==> src/rtl/pcie_rx_mwr_axi_master.sv <==
// pcie_rx_mwr_axi_master: turns inbound PCIe Memory-Write TLPs into single-beat AXI writes
//   clk, rst            clock, asynchronous active-high reset
//   tlp_*               inbound TLP header fields and 4-DW payload, valid/ready handshake
//   aw*, w*, b*         AXI write address / data / response channels (one outstanding write)
//   *_cnt_o             saturating counters: good writes, dropped TLPs, bad responses
//   last_reqid_o        requester ID of the most recently accepted MWr
module pcie_rx_mwr_axi_master #(
    parameter int ID_WIDTH  = 4,
    parameter int AXI_ID    = 0,
    parameter int CNT_WIDTH = 16
) (
    input  logic                 clk,
    input  logic                 rst,
    input  logic                 tlp_valid_i,
    output logic                 tlp_ready_o,
    input  logic [2:0]           tlp_fmt_i,
    input  logic [4:0]           tlp_type_i,
    input  logic [2:0]           tlp_tc_i,
    input  logic [8:0]           tlp_length_i,
    input  logic [15:0]          tlp_reqid_i,
    input  logic [31:0]          tlp_addr_i,
    input  logic [127:0]         tlp_data_i,
    output logic                 awvalid_o,
    input  logic                 awready_i,
    output logic [ID_WIDTH-1:0]  awid_o,
    output logic [31:0]          awaddr_o,
    output logic [7:0]           awlen_o,
    output logic [2:0]           awsize_o,
    output logic [1:0]           awburst_o,
    output logic                 wvalid_o,
    input  logic                 wready_i,
    output logic [127:0]         wdata_o,
    output logic [15:0]          wstrb_o,
    output logic                 wlast_o,
    input  logic                 bvalid_i,
    output logic                 bready_o,
    input  logic [ID_WIDTH-1:0]  bid_i,
    input  logic [1:0]           bresp_i,
    output logic [CNT_WIDTH-1:0] wr_done_cnt_o,
    output logic [CNT_WIDTH-1:0] drop_cnt_o,
    output logic [CNT_WIDTH-1:0] err_cnt_o,
    output logic [15:0]          last_reqid_o
);
    typedef enum logic [1:0] {IDLE, ISSUE, RESP} state_t;
    state_t r_state, w_next;
    logic                 r_tlp_ready, r_awvalid, r_wvalid, r_wlast;
    logic [ID_WIDTH-1:0]  r_awid;
    logic [31:0]          r_awaddr;
    logic [7:0]           r_awlen;
    logic [2:0]           r_awsize;
    logic [1:0]           r_awburst;
    logic [127:0]         r_wdata;
    logic [15:0]          r_wstrb, r_reqid;
    logic [CNT_WIDTH-1:0] r_done_cnt, r_drop_cnt, r_err_cnt;
    logic                 w_accept, w_is_mwr, w_bad, w_go, w_drop, w_aw_done, w_w_done, w_b_done, w_b_ok;
    logic [9:0]           w_end;
    logic [15:0]          w_len_mask;
    logic                 w_unused;
    // Traffic class and the sub-DW address bits carry no meaning for this path.
    assign w_unused   = &{1'b0, tlp_tc_i, tlp_addr_i[1:0]};
    assign w_accept   = tlp_valid_i & r_tlp_ready;
    assign w_is_mwr   = tlp_fmt_i == 3'b010 && tlp_type_i == 5'b00000;
    // Payload must start and end inside one 16-byte AXI beat.
    assign w_end      = {8'd0, tlp_addr_i[3:2]} + {1'b0, tlp_length_i};
    assign w_bad      = tlp_length_i == 9'd0 || w_end > 10'd4;
    assign w_go       = w_accept & w_is_mwr & ~w_bad;
    assign w_drop     = w_accept & ~(w_is_mwr & ~w_bad);
    // Length is 1..4 whenever the mask is used, so a shift of 16 yields all ones.
    assign w_len_mask = ~(16'hFFFF << {tlp_length_i[2:0], 2'b00});
    assign w_aw_done  = ~r_awvalid | awready_i;
    assign w_w_done   = ~r_wvalid | wready_i;
    assign w_b_done   = r_state == RESP && bvalid_i;
    assign w_b_ok     = bid_i == ID_WIDTH'(AXI_ID) && bresp_i == 2'b00;
    always_ff @(posedge clk or posedge rst)
        if (rst) r_state <= IDLE;
        else r_state <= w_next;
    always_comb begin
        w_next = IDLE;
        if (r_state == IDLE) w_next = w_go ? ISSUE : IDLE;
        else if (r_state == ISSUE) w_next = (w_aw_done && w_w_done) ? RESP : ISSUE;
        else if (r_state == RESP) w_next = bvalid_i ? IDLE : RESP;
    end
    always_comb begin
        bready_o    = r_state == RESP;
        tlp_ready_o = r_tlp_ready;
    end
    // Ready is registered from the next state so it stays low while reset is held.
    always_ff @(posedge clk or posedge rst) begin
        if (rst) begin
            r_tlp_ready <= 1'b0;
            r_awvalid   <= 1'b0;
            r_wvalid    <= 1'b0;
        end else begin
            r_tlp_ready <= w_next == IDLE;
            r_awvalid   <= w_go | (r_awvalid & ~awready_i);
            r_wvalid    <= w_go | (r_wvalid & ~wready_i);
        end
    end
    always_ff @(posedge clk or posedge rst) begin
        if (rst) begin
            r_awid    <= '0;
            r_awaddr  <= '0;
            r_awlen   <= '0;
            r_awsize  <= '0;
            r_awburst <= '0;
            r_wdata   <= '0;
            r_wstrb   <= '0;
            r_wlast   <= 1'b0;
            r_reqid   <= '0;
        end else if (w_go) begin
            r_awid    <= ID_WIDTH'(AXI_ID);
            r_awaddr  <= tlp_addr_i & ~32'hF;
            r_awlen   <= 8'd0;
            r_awsize  <= 3'b100;
            r_awburst <= 2'b01;
            r_wdata   <= tlp_data_i << {tlp_addr_i[3:2], 5'b00000};
            r_wstrb   <= w_len_mask << {tlp_addr_i[3:2], 2'b00};
            r_wlast   <= 1'b1;
            r_reqid   <= tlp_reqid_i;
        end
    end
    always_ff @(posedge clk or posedge rst) begin
        if (rst) begin
            r_done_cnt <= '0;
            r_drop_cnt <= '0;
            r_err_cnt  <= '0;
        end else begin
            if (w_drop && ~&r_drop_cnt) r_drop_cnt <= r_drop_cnt + CNT_WIDTH'(1);
            if (w_b_done && w_b_ok && ~&r_done_cnt) r_done_cnt <= r_done_cnt + CNT_WIDTH'(1);
            if (w_b_done && !w_b_ok && ~&r_err_cnt) r_err_cnt <= r_err_cnt + CNT_WIDTH'(1);
        end
    end
    assign awvalid_o     = r_awvalid;
    assign awid_o        = r_awid;
    assign awaddr_o      = r_awaddr;
    assign awlen_o       = r_awlen;
    assign awsize_o      = r_awsize;
    assign awburst_o     = r_awburst;
    assign wvalid_o      = r_wvalid;
    assign wdata_o       = r_wdata;
    assign wstrb_o       = r_wstrb;
    assign wlast_o       = r_wlast;
    assign wr_done_cnt_o = r_done_cnt;
    assign drop_cnt_o    = r_drop_cnt;
    assign err_cnt_o     = r_err_cnt;
    assign last_reqid_o  = r_reqid;
endmodule
==> config.mk <==
export PLATFORM = sky130hd
export DESIGN_NAME = pcie_rx_mwr_axi_master
export DESIGN_NICKNAME = d
export VERILOG_FILES = /design/src/rtl/pcie_rx_mwr_axi_master.sv
export SDC_FILE = /design/constraint.sdc
export NUM_CORES = 1
export LEC_CHECK = 0
export CAP_MARGIN = 40
export CORE_AREA = 3 3 181 183
export CTS_CLUSTER_SIZE = 30
export DETAILED_ROUTE_END_ITERATION = 10
export DIE_AREA = 0 0 184 186
export GPL_TIMING_DRIVEN = 0
export PLACE_DENSITY_LB_ADDON = 0.15
export SYNTH_ARGS = -nofsm -noshare
export SYNTH_HDL_FRONTEND = slang
export SYNTH_SLANG_ARGS = --single-unit
==> constraint.sdc <==
create_clock -name clk -period 16.67 [get_ports clk]
set_input_delay 1.667 -clock clk [delete_from_list [all_inputs] [get_ports clk]]
set_output_delay 1.667 -clock clk [all_outputs]
set_load 0.05 [all_outputs]
# Word-level counts from Yosys, hierarchy flattened
# Index checks and enable logic that the tools add are counted.
# totals
out_inout_bits	262
inputBits	208
wordCells	70
reg_bits	242
# op_classes
n_mux	6
n_bitwise	18
n_lt_le_gt_ge	1
n_shift	3
n_eq_ne	3
reduce_logical	23
n_addsub	4
# op_table
op	n
$shl A128 B7 Y128	1
$add A16 B1 Y16 const B	3
$reduce_and A16 Y1	3
$not A16 Y16	1
$shl A16 B4 Y16	1
$shl A16 B5 Y16 const A	1
$add A2 B9 Y10	1
$gt A10 B3 Y1 const B	1
$mux W2	5
$logic_and A1 B1 Y1	9
$logic_not A9 Y1	1
$and A1 B1 Y1	7
$logic_not A2 Y1	3
$not A1 Y1	6
$logic_not A5 Y1	1
$logic_not A1 Y1	4
$logic_not A4 Y1	1
$or A1 B1 Y1	4
$eq A3 B2 Y1 const B	1
$eq A2 B1 Y1 const B	1
$eq A2 B2 Y1 const B	1
$logic_or A1 B1 Y1	1
$mux W1	1

# Logic depth before layout (Yosys ltp)
# Gate-level depths: netlist of run 1.
# logic_depth
word_depth	8
ltp_mapped	10
depth_no_buf	7

# Worst setup path after synthesis of run 1
# OpenSTA, ideal clock, no wires.
# synth_path
kind	input to register
from	input port tlp_length_i[0]
to	register r_awaddr[14] (netlist: awaddr_o[14])
n_path_buf	3
cell_stages	9
required_ns	16.545
setup_ns	0.125
arrival_ns	3.683
slack_ns	12.862
cell_sequence	ha_1 > fa_1 > a211oi_1 > o211ai_1 > a2111o_1 > buf_6 > buf_6 > buf_6 > mux2_4
# synth_via
elab_chain_len	5
word_cells_on_any_way	6
cone_classes	1 x add/sub; 1 x order compare; 2 x bitwise; 2 x reduce/logical
# synth_lines
element	line	text
from (decl)	19	input logic [8:0] tlp_length_i,
$add A2 B9 Y10	64	assign w_end = {8'd0, tlp_addr_i[3:2]} + {1'b0, tlp_length_i};
$gt A10 B3 Y1	65	assign w_bad = tlp_length_i == 9'd0 || w_end > 10'd4;
$logic_or A1 B1 Y1 (*)	65	
$not A1 Y1 (*)	66	assign w_go = w_accept & w_is_mwr & ~w_bad;
$and A1 B1 Y1 (*)	66	
to (signal assigned)	112	r_awaddr <= tlp_addr_i & ~32'hF;
to (decl)	48	logic [31:0] r_awaddr;
# Every way passes the cells marked *; elsewhere a longest branch is shown, timed or not.
# A chain may end at the register's enable or synchronous reset.

# Worst setup path after layout of run 1
# layout_path
from	input port tlp_length_i[0]
to	register r_wdata[54] (netlist: wdata_o[54])
# layout_via
elab_chain_len	5
word_cells_on_any_way	6
cone_classes	1 x add/sub; 1 x order compare; 2 x bitwise; 2 x reduce/logical
# layout_lines
element	line	text
$add A2 B9 Y10	64	
$gt A10 B3 Y1	65	
$logic_or A1 B1 Y1 (*)	65	
$not A1 Y1 (*)	66	
$and A1 B1 Y1 (*)	66	
to (signal assigned)	116	r_wdata <= tlp_data_i << {tlp_addr_i[3:2], 5'b00000};
to (decl)	52	logic [127:0] r_wdata;
# Marked as above.

==> run_summary.xml, run 1 <==
<?xml version="1.0" encoding="UTF-8"?>
<metrics>
  <group name="clock_tree">
    <metric name="postCtsResizedCells" unit="">0</metric>
    <metric name="cts_buffers" unit="">28</metric>
    <metric name="clockRootBuffer" unit="">clkbuf_16</metric>
    <metric name="postCtsHoldBufs" unit="">0</metric>
    <metric name="cts_tree" unit="">done</metric>
    <metric name="clock_tree.buffer_depth" unit="">3</metric>
    <metric name="cts_sinks" unit="">230</metric>
    <metric name="worst_setup_hold_path_clk_slew" unit="ps">60</metric>
    <metric name="htree_levels" unit="">1</metric>
    <metric name="clk-insertion-delay-late" unit="ps">540</metric>
    <metric name="cts.repair_timing.setup_buffer_count" unit="">0</metric>
  </group>
  <group name="route">
    <metric name="detail_route.vias_per_cell" unit="">5.02</metric>
    <metric name="dr_wl_met2" unit="µm">21000</metric>
    <metric name="antenna_violating_nets_post_route" unit="">0</metric>
    <metric name="wl_per_cell" unit="µm">21.5</metric>
    <metric name="wl_met1" unit="µm">16900</metric>
    <metric name="remaining_drc_errors" unit="">0</metric>
    <metric name="top_layer_used" unit="">met5</metric>
    <metric name="drt-pass1-iter-count" unit="">5</metric>
    <metric name="met3_length" unit="µm">3890</metric>
    <metric name="drt_iter0_drc" unit="">400</metric>
    <metric name="routed-via-count" unit="">10100</metric>
    <metric name="finalWirelength" unit="µm">43100</metric>
  </group>
  <group name="min_path">
    <metric name="hp-start" unit="">wdata_o[58]</metric>
    <metric name="hold_path_class" unit="">reg2reg</metric>
  </group>
  <group name="global_route">
    <metric name="grt_pass1_vias" unit="">10300</metric>
    <metric name="globalRouteTotalUtil" unit="">0.243</metric>
    <metric name="globalRouteOverflowTotal" unit="">0</metric>
    <metric name="grt_start_max_net_pins" unit="">88</metric>
    <metric name="grt_first_pass_wirelength" unit="µm">63400</metric>
    <metric name="antenna_violations_before_repair" unit="">7</metric>
  </group>
  <group name="power_and_ir_drop">
    <metric name="power_after_layout" unit="mW">1.39</metric>
    <metric name="leakage" unit="nW">7.78</metric>
    <metric name="power.ir.vdd_worst" unit="mV">0.0666</metric>
    <metric name="power.density" unit="mW/mm²">79.7</metric>
  </group>
  <group name="placement">
    <metric name="detailed_place_hpwl" unit="µm">33400</metric>
    <metric name="placement.cell_area" unit="mm²">0.0165</metric>
    <metric name="io_buffers" unit="">445</metric>
    <metric name="gpl.final_weighted_congestion" unit="">0.899</metric>
  </group>
  <group name="worst_setup_path">
    <metric name="timing.critical_path.arrival" unit="ps">4630</metric>
    <metric name="regToRegStartpoint" unit="">drop_cnt_o[0]</metric>
    <metric name="crit_type" unit="">in2reg</metric>
    <metric name="crit_start" unit="">tlp_length_i[0]</metric>
    <metric name="crit_required" unit="ps">17060</metric>
    <metric name="worst_setup_path_start_kind" unit="">input pin</metric>
    <metric name="cp_max_fo" unit="">10</metric>
    <metric name="critPathCaptureType" unit="">flip-flop</metric>
  </group>
  <group name="final_layout">
    <metric name="most_frequent_cells_in_the_layout" unit="">clkdlybuf4s50_1, dfrtp_1, nand2_1</metric>
    <metric name="layout.cell_area.non_filler" unit="mm²">0.0174</metric>
    <metric name="design.final.nets" unit="">1793</metric>
    <metric name="syn_to_layout_area_delta" unit="%">53.3</metric>
    <metric name="fill_cells" unit="">2841</metric>
    <metric name="final_common_cell" unit="">clkdlybuf4s50_1</metric>
    <metric name="finalCoreUtilization" unit="">0.555</metric>
    <metric name="layout_cells_sized_above_1" unit="">0.124</metric>
  </group>
  <group name="sta">
    <metric name="hold-worst-slack" unit="ps">470</metric>
    <metric name="max_clock_freq" unit="GHz">0.236</metric>
    <metric name="tns" unit="ps">0</metric>
    <metric name="timing.max_slew.rel_slack" unit="">0.424</metric>
    <metric name="setup_viol" unit="">0</metric>
    <metric name="slew_violations" unit="">0</metric>
    <metric name="worst_slew_pin_slew" unit="ps">864</metric>
    <metric name="period_needed" unit="ps">4240</metric>
    <metric name="finalClockSkew" unit="ps">13.8</metric>
    <metric name="hold_violations" unit="">0</metric>
    <metric name="grt_setup_unrepaired" unit="">no</metric>
    <metric name="final.period_utilization" unit="">0.254</metric>
  </group>
  <group name="floorplanning">
    <metric name="design.die.area" unit="mm²">0.0342</metric>
    <metric name="die_x" unit="µm">184</metric>
    <metric name="floorplan.io_pins" unit="">470</metric>
    <metric name="core_box_area" unit="mm²">0.0314</metric>
    <metric name="initial_core_utilization" unit="">0.362</metric>
    <metric name="std_cell_rows" unit="">65</metric>
    <metric name="floorplan.die.height" unit="µm">186</metric>
  </group>
  <group name="logic_synthesis">
    <metric name="synth_seq_area_share" unit="">0.507</metric>
    <metric name="yosysWarningCount" unit="">0</metric>
    <metric name="synth.lib_cells_used.distinct" unit="">46</metric>
    <metric name="postSynthCellCount" unit="">1081</metric>
    <metric name="synth-xor-area-share" unit="">0.0316</metric>
    <metric name="ys_seq_elements" unit="">230</metric>
    <metric name="avgSynthCellArea" unit="µm²">10.5</metric>
    <metric name="netlist_area" unit="mm²">0.0114</metric>
    <metric name="largest_family_of_logic_cells_by_synthesized_area" unit="">multiplexers</metric>
    <metric name="synth_simple_gate_area_share" unit="">0.131</metric>
    <metric name="yosys-mux-area-fraction" unit="">0.154</metric>
    <metric name="yosys.area_share.adder" unit="">0.00727</metric>
    <metric name="synth_compound_area_frac" unit="">0.115</metric>
  </group>
  <group name="outcome">
    <metric name="outcome" unit="">finished clean</metric>
  </group>
  <group name="run">
    <metric name="maxCapViolCount" unit="">0</metric>
  </group>
</metrics>
## final timing paths
check	to	depth (start not counted)	slack (ps)
setup / recovery	wdata_o[54]	11	12430
hold / removal	wdata_o[58]	2	470
setup reg to reg	drop_cnt_o[8]	7	14560
hold reg to reg	wdata_o[58]	2	470
max in group asynchronous	wdata_o[108]	4	13880
min in group asynchronous	awaddr_o[12]	2	1600
## per-stage QoR
stage	std cells	worst slack [ps]
2_1_floorplan	1099	8700
3_3_place_gp	1946	5220
3_5_place_dp	1951	11880
4_1_cts	2002	12420
5_1_grt	2006	12280
6_report	2006	12430
## synth_stat cells, drive strengths merged
cell type / count / area share
o21ai: 72 / 0.032
o21a: 2 / 0.0013
or4: 1 / 0.00066
a31oi: 1 / 0.00055
nand2b: 4 / 0.0022
nand3: 25 / 0.011
and4: 2 / 0.0015
o22a: 1 / 0.00077
or3: 1 / 0.00055
conb: 1 / 0.00033
ha: 5 / 0.0055
nor3b: 2 / 0.0013
o211ai: 1 / 0.00066
mux2i: 64 / 0.056
or2: 1 / 0.00055
nor2: 62 / 0.020
a211oi: 35 / 0.023
fa: 1 / 0.0018
nor2b: 36 / 0.020
clkbuf: 40 / 0.013
a21o: 2 / 0.0013
nand3b: 2 / 0.0013
inv: 8 / 0.0026
and3: 10 / 0.0055
o31ai: 33 / 0.022
nand2: 151 / 0.050
a2111o: 1 / 0.00099
buf: 63 / 0.038
mux2: 83 / 0.098
nor4: 5 / 0.0028
o41ai: 1 / 0.0014
a211o: 1 / 0.00077
dfrtp: 230 / 0.51
a21oi: 69 / 0.030
xnor2: 26 / 0.020
nor4b: 1 / 0.00077
or4b: 1 / 0.00088
nand4: 15 / 0.0083
and2: 1 / 0.00055
nor3: 6 / 0.0026
xor2: 15 / 0.012
## area by class of cell
| type | instances | area [µm²] | area share |
|---|---|---|---|
| clock inverters | 12 | 90.1 | 0.00517 |
| multi-input cells | 758 | 5050 | 0.290 |
| repair buffers | 450 | 4550 | 0.261 |
| plain buffers | 103 | 587 | 0.0337 |
| well taps | 402 | 503 | 0.0289 |
| clock buffers | 39 | 833 | 0.0478 |
| diodes | 4 | 10.0 | 0.000575 |
| flip-flops and latches | 230 | 5760 | 0.330 |
| inverters | 8 | 37.5 | 0.00216 |
## per-layer routing
layer,up-vias,global-route usage
li1,4722,-
met2,384,0.418
met5,-,0
met1,4877,0.289
met4,6,0.0768
met3,74,0.0786
## state kept, by name, summed over array words and instances, names as in the netlist
register       cells
awvalid_o          1
wvalid_o           1
awaddr_o          28
awburst_o          1
err_cnt_o         16
r_state            2
wdata_o          128
wstrb_o            4
wr_done_cnt_o     16
drop_cnt_o        16
last_reqid_o      16
tlp_ready_o        1
## worst max-delay path, cell delays in order
cell             delay [ps]
clkdlybuf4s50_1         520
ha_1                    280
fa_1                    410
a211oi_1                250
o211ai_1                150
a2111o_1                400
buf_6                   170
buf_2                   220
clkbuf_1                320
nand2_1                 160
o31ai_1                  80
## power by group
group	internal, mW	switching (mW)
clock	0.362	0.245
combinational	0.0910	0.112
sequential	0.567	0.0120
total	1.02	0.369
## logic make-up (layout without fill, tap and decap cells)
logic type	Yosys count	after routing
and+or+nand+nor	326	326
DFF	230	230
AOI/OAI and AO/OA	219	219
muxes	147	147
buffers and inverters	111	612
xor gates and xnor gates	41	41
adders and majority gates	6	6
other	1	23
No activity file was read; power rests on OpenSTA's default activity.
==> run 2: changes to the inputs <==
- CORE_AREA: 3 3 181 183 -> 3 3 180 182
- DIE_AREA: 0 0 184 186 -> 0 0 183 185
- clock period: 16.67 -> 4.25 ns (I/O delays scaled with it)
==> run_summary.xml, run 2 (synthesis results as in run 1) <==
<?xml version="1.0" encoding="UTF-8"?>
<metrics>
  <group name="clock_tree">
    <metric name="htree_levels" unit="">1</metric>
    <metric name="postCtsHoldBufs" unit="">0</metric>
    <metric name="cts_tree" unit="">done</metric>
    <metric name="clockRootBuffer" unit="">clkbuf_16</metric>
    <metric name="clock_tree.buffer_depth" unit="">3</metric>
    <metric name="postCtsResizedCells" unit="">0</metric>
    <metric name="worst_setup_hold_path_clk_slew" unit="ps">60</metric>
    <metric name="cts_buffers" unit="">28</metric>
    <metric name="cts.repair_timing.setup_buffer_count" unit="">0</metric>
    <metric name="cts_sinks" unit="">230</metric>
    <metric name="clk-insertion-delay-late" unit="ps">540</metric>
  </group>
  <group name="power_and_ir_drop">
    <metric name="power_after_layout" unit="mW">5.58</metric>
    <metric name="leakage" unit="nW">7.84</metric>
    <metric name="power.ir.vdd_worst" unit="mV">0.256</metric>
    <metric name="power.density" unit="mW/mm²">318</metric>
  </group>
  <group name="worst_setup_path">
    <metric name="crit_type" unit="">in2reg</metric>
    <metric name="timing.critical_path.arrival" unit="ps">3440</metric>
    <metric name="cp_max_fo" unit="">10</metric>
    <metric name="worst_setup_path_start_kind" unit="">input pin</metric>
    <metric name="crit_required" unit="ps">4640</metric>
    <metric name="critPathCaptureType" unit="">flip-flop</metric>
  </group>
  <group name="final_layout">
    <metric name="design.final.nets" unit="">1796</metric>
    <metric name="layout.cell_area.non_filler" unit="mm²">0.0175</metric>
    <metric name="syn_to_layout_area_delta" unit="%">54.3</metric>
    <metric name="layoutNonFillerInstCount" unit="">2004</metric>
    <metric name="final_common_cell" unit="">clkdlybuf4s50_1</metric>
    <metric name="layout_cells_sized_above_1" unit="">0.126</metric>
    <metric name="fill_cells" unit="">2722</metric>
    <metric name="flip_flop_count_of_the_largest_register_all_copies_and_words_added" unit="">128</metric>
    <metric name="most_frequent_cells_in_the_layout" unit="">clkdlybuf4s50_1, dfrtp_1, nand2_1</metric>
  </group>
  <group name="route">
    <metric name="detail_route.vias_per_cell" unit="">5.05</metric>
    <metric name="drt_iter0_drc" unit="">417</metric>
    <metric name="routed-via-count" unit="">10100</metric>
    <metric name="remaining_drc_errors" unit="">0</metric>
    <metric name="antenna_violating_nets_post_route" unit="">0</metric>
    <metric name="wl_per_cell" unit="µm">21.5</metric>
    <metric name="drt-pass1-iter-count" unit="">5</metric>
    <metric name="finalWirelength" unit="µm">43000</metric>
  </group>
  <group name="sta">
    <metric name="slew_violations" unit="">0</metric>
    <metric name="max_clock_freq" unit="GHz">0.328</metric>
    <metric name="final.period_utilization" unit="">0.718</metric>
    <metric name="setup_viol" unit="">0</metric>
    <metric name="timing.max_slew.rel_slack" unit="">0.429</metric>
    <metric name="finalClockSkew" unit="ps">19.9</metric>
    <metric name="hold_violations" unit="">0</metric>
    <metric name="worst_slew_pin_slew" unit="ps">856</metric>
    <metric name="hold-worst-slack" unit="ps">253</metric>
    <metric name="grt_setup_unrepaired" unit="">no</metric>
    <metric name="tns" unit="ps">0</metric>
    <metric name="period_needed" unit="ps">3050</metric>
  </group>
  <group name="floorplanning">
    <metric name="design.die.area" unit="mm²">0.0339</metric>
    <metric name="die_x" unit="µm">183</metric>
    <metric name="std_cell_rows" unit="">64</metric>
    <metric name="initial_core_utilization" unit="">0.369</metric>
    <metric name="floorplan.io_pins" unit="">470</metric>
    <metric name="core_box_area" unit="mm²">0.0307</metric>
    <metric name="floorplan.die.height" unit="µm">185</metric>
  </group>
  <group name="global_route">
    <metric name="globalRouteTotalUtil" unit="">0.245</metric>
    <metric name="globalRouteOverflowTotal" unit="">0</metric>
    <metric name="antenna_violations_before_repair" unit="">11</metric>
    <metric name="grt_first_pass_wirelength" unit="µm">63600</metric>
    <metric name="grt_pass1_vias" unit="">10300</metric>
    <metric name="grt_start_max_net_pins" unit="">37</metric>
  </group>
  <group name="min_path">
    <metric name="hold_path_class" unit="">in2async</metric>
  </group>
  <group name="placement">
    <metric name="placement.cell_area" unit="mm²">0.0165</metric>
    <metric name="io_buffers" unit="">445</metric>
    <metric name="detailed_place_hpwl" unit="µm">33500</metric>
    <metric name="dp_cells" unit="">1948</metric>
    <metric name="gpl.final_weighted_congestion" unit="">0.864</metric>
  </group>
  <group name="run">
    <metric name="maxCapViolCount" unit="">0</metric>
  </group>
  <group name="outcome">
    <metric name="outcome" unit="">finished clean</metric>
  </group>
</metrics>
[run 2: final cells by class]
class                      instances  area [µm²]  area share
timing repair buffer             453        4610       0.263
sequential                       230        5760       0.328
tap                              396         495      0.0283
inverter                           8        33.8     0.00193
clock inverter                     9        98.8     0.00564
clock buffer                      42         885      0.0505
buffer                           103         587      0.0335
antenna                            5        12.5    0.000714
multi-input combinational        758        5050       0.288
[run 2: stage by stage]
| stage | worst slack [ps] | utilization |
|---|---|---|
| 2_1_floorplan | 817 | - |
| 3_3_place_gp | -1240 | 0.533 |
| 3_5_place_dp | 646 | 0.538 |
| 4_1_cts | 1220 | 0.570 |
| 5_1_grt | 1040 | 0.570 |
| 6_report | 1200 | 0.570 |
[run 2: final timing paths]
| kind | startpoint | endpoint | slack (ps) | depth (start not counted) |
|---|---|---|---|---|
| max reg2reg | drop_cnt_o[0] | drop_cnt_o[5] | 2150 | 7 |
| min in group clk | wdata_o[34] | wdata_o[34] | 470 | 2 |
| min | rst | last_reqid_o[6] | 250 | 2 |
| max | tlp_length_i[0] | wdata_o[55] | 1200 | 11 |
| max in group asynchronous | rst | wdata_o[77] | 3000 | 5 |
| min reg2reg | wdata_o[34] | wdata_o[34] | 470 | 2 |
[run 2: layer usage]
| metal | global-route usage | share of wire | up-vias | wire length (µm) |
|---|---|---|---|---|
| li1 | - | - | 4737 | - |
| met5 | 0 | 0.0021 | - | 92 |
| met2 | 0.431 | 0.49 | 388 | 21200 |
| met3 | 0.0858 | 0.094 | 68 | 4050 |
| met4 | 0.0664 | 0.026 | 14 | 1110 |
| met1 | 0.285 | 0.38 | 4911 | 16500 |
[run 2: worst max-delay path: stages]
cell and delay, ps:
clkdlybuf4s50_1 540, ha_1 300, fa_1 410, a211oi_1 260, o211ai_1 150, a2111o_1 400, buf_6 170, buf_2 240
clkbuf_1 310, nand2_1 150, o31ai_1 70
[run 2: power by group]
group,leakage (nW),internal [mW],switching [mW]
registers,3.18,2.22,0.0432
logic,4.16,0.363,0.446
clock network,0.495,1.55,0.951
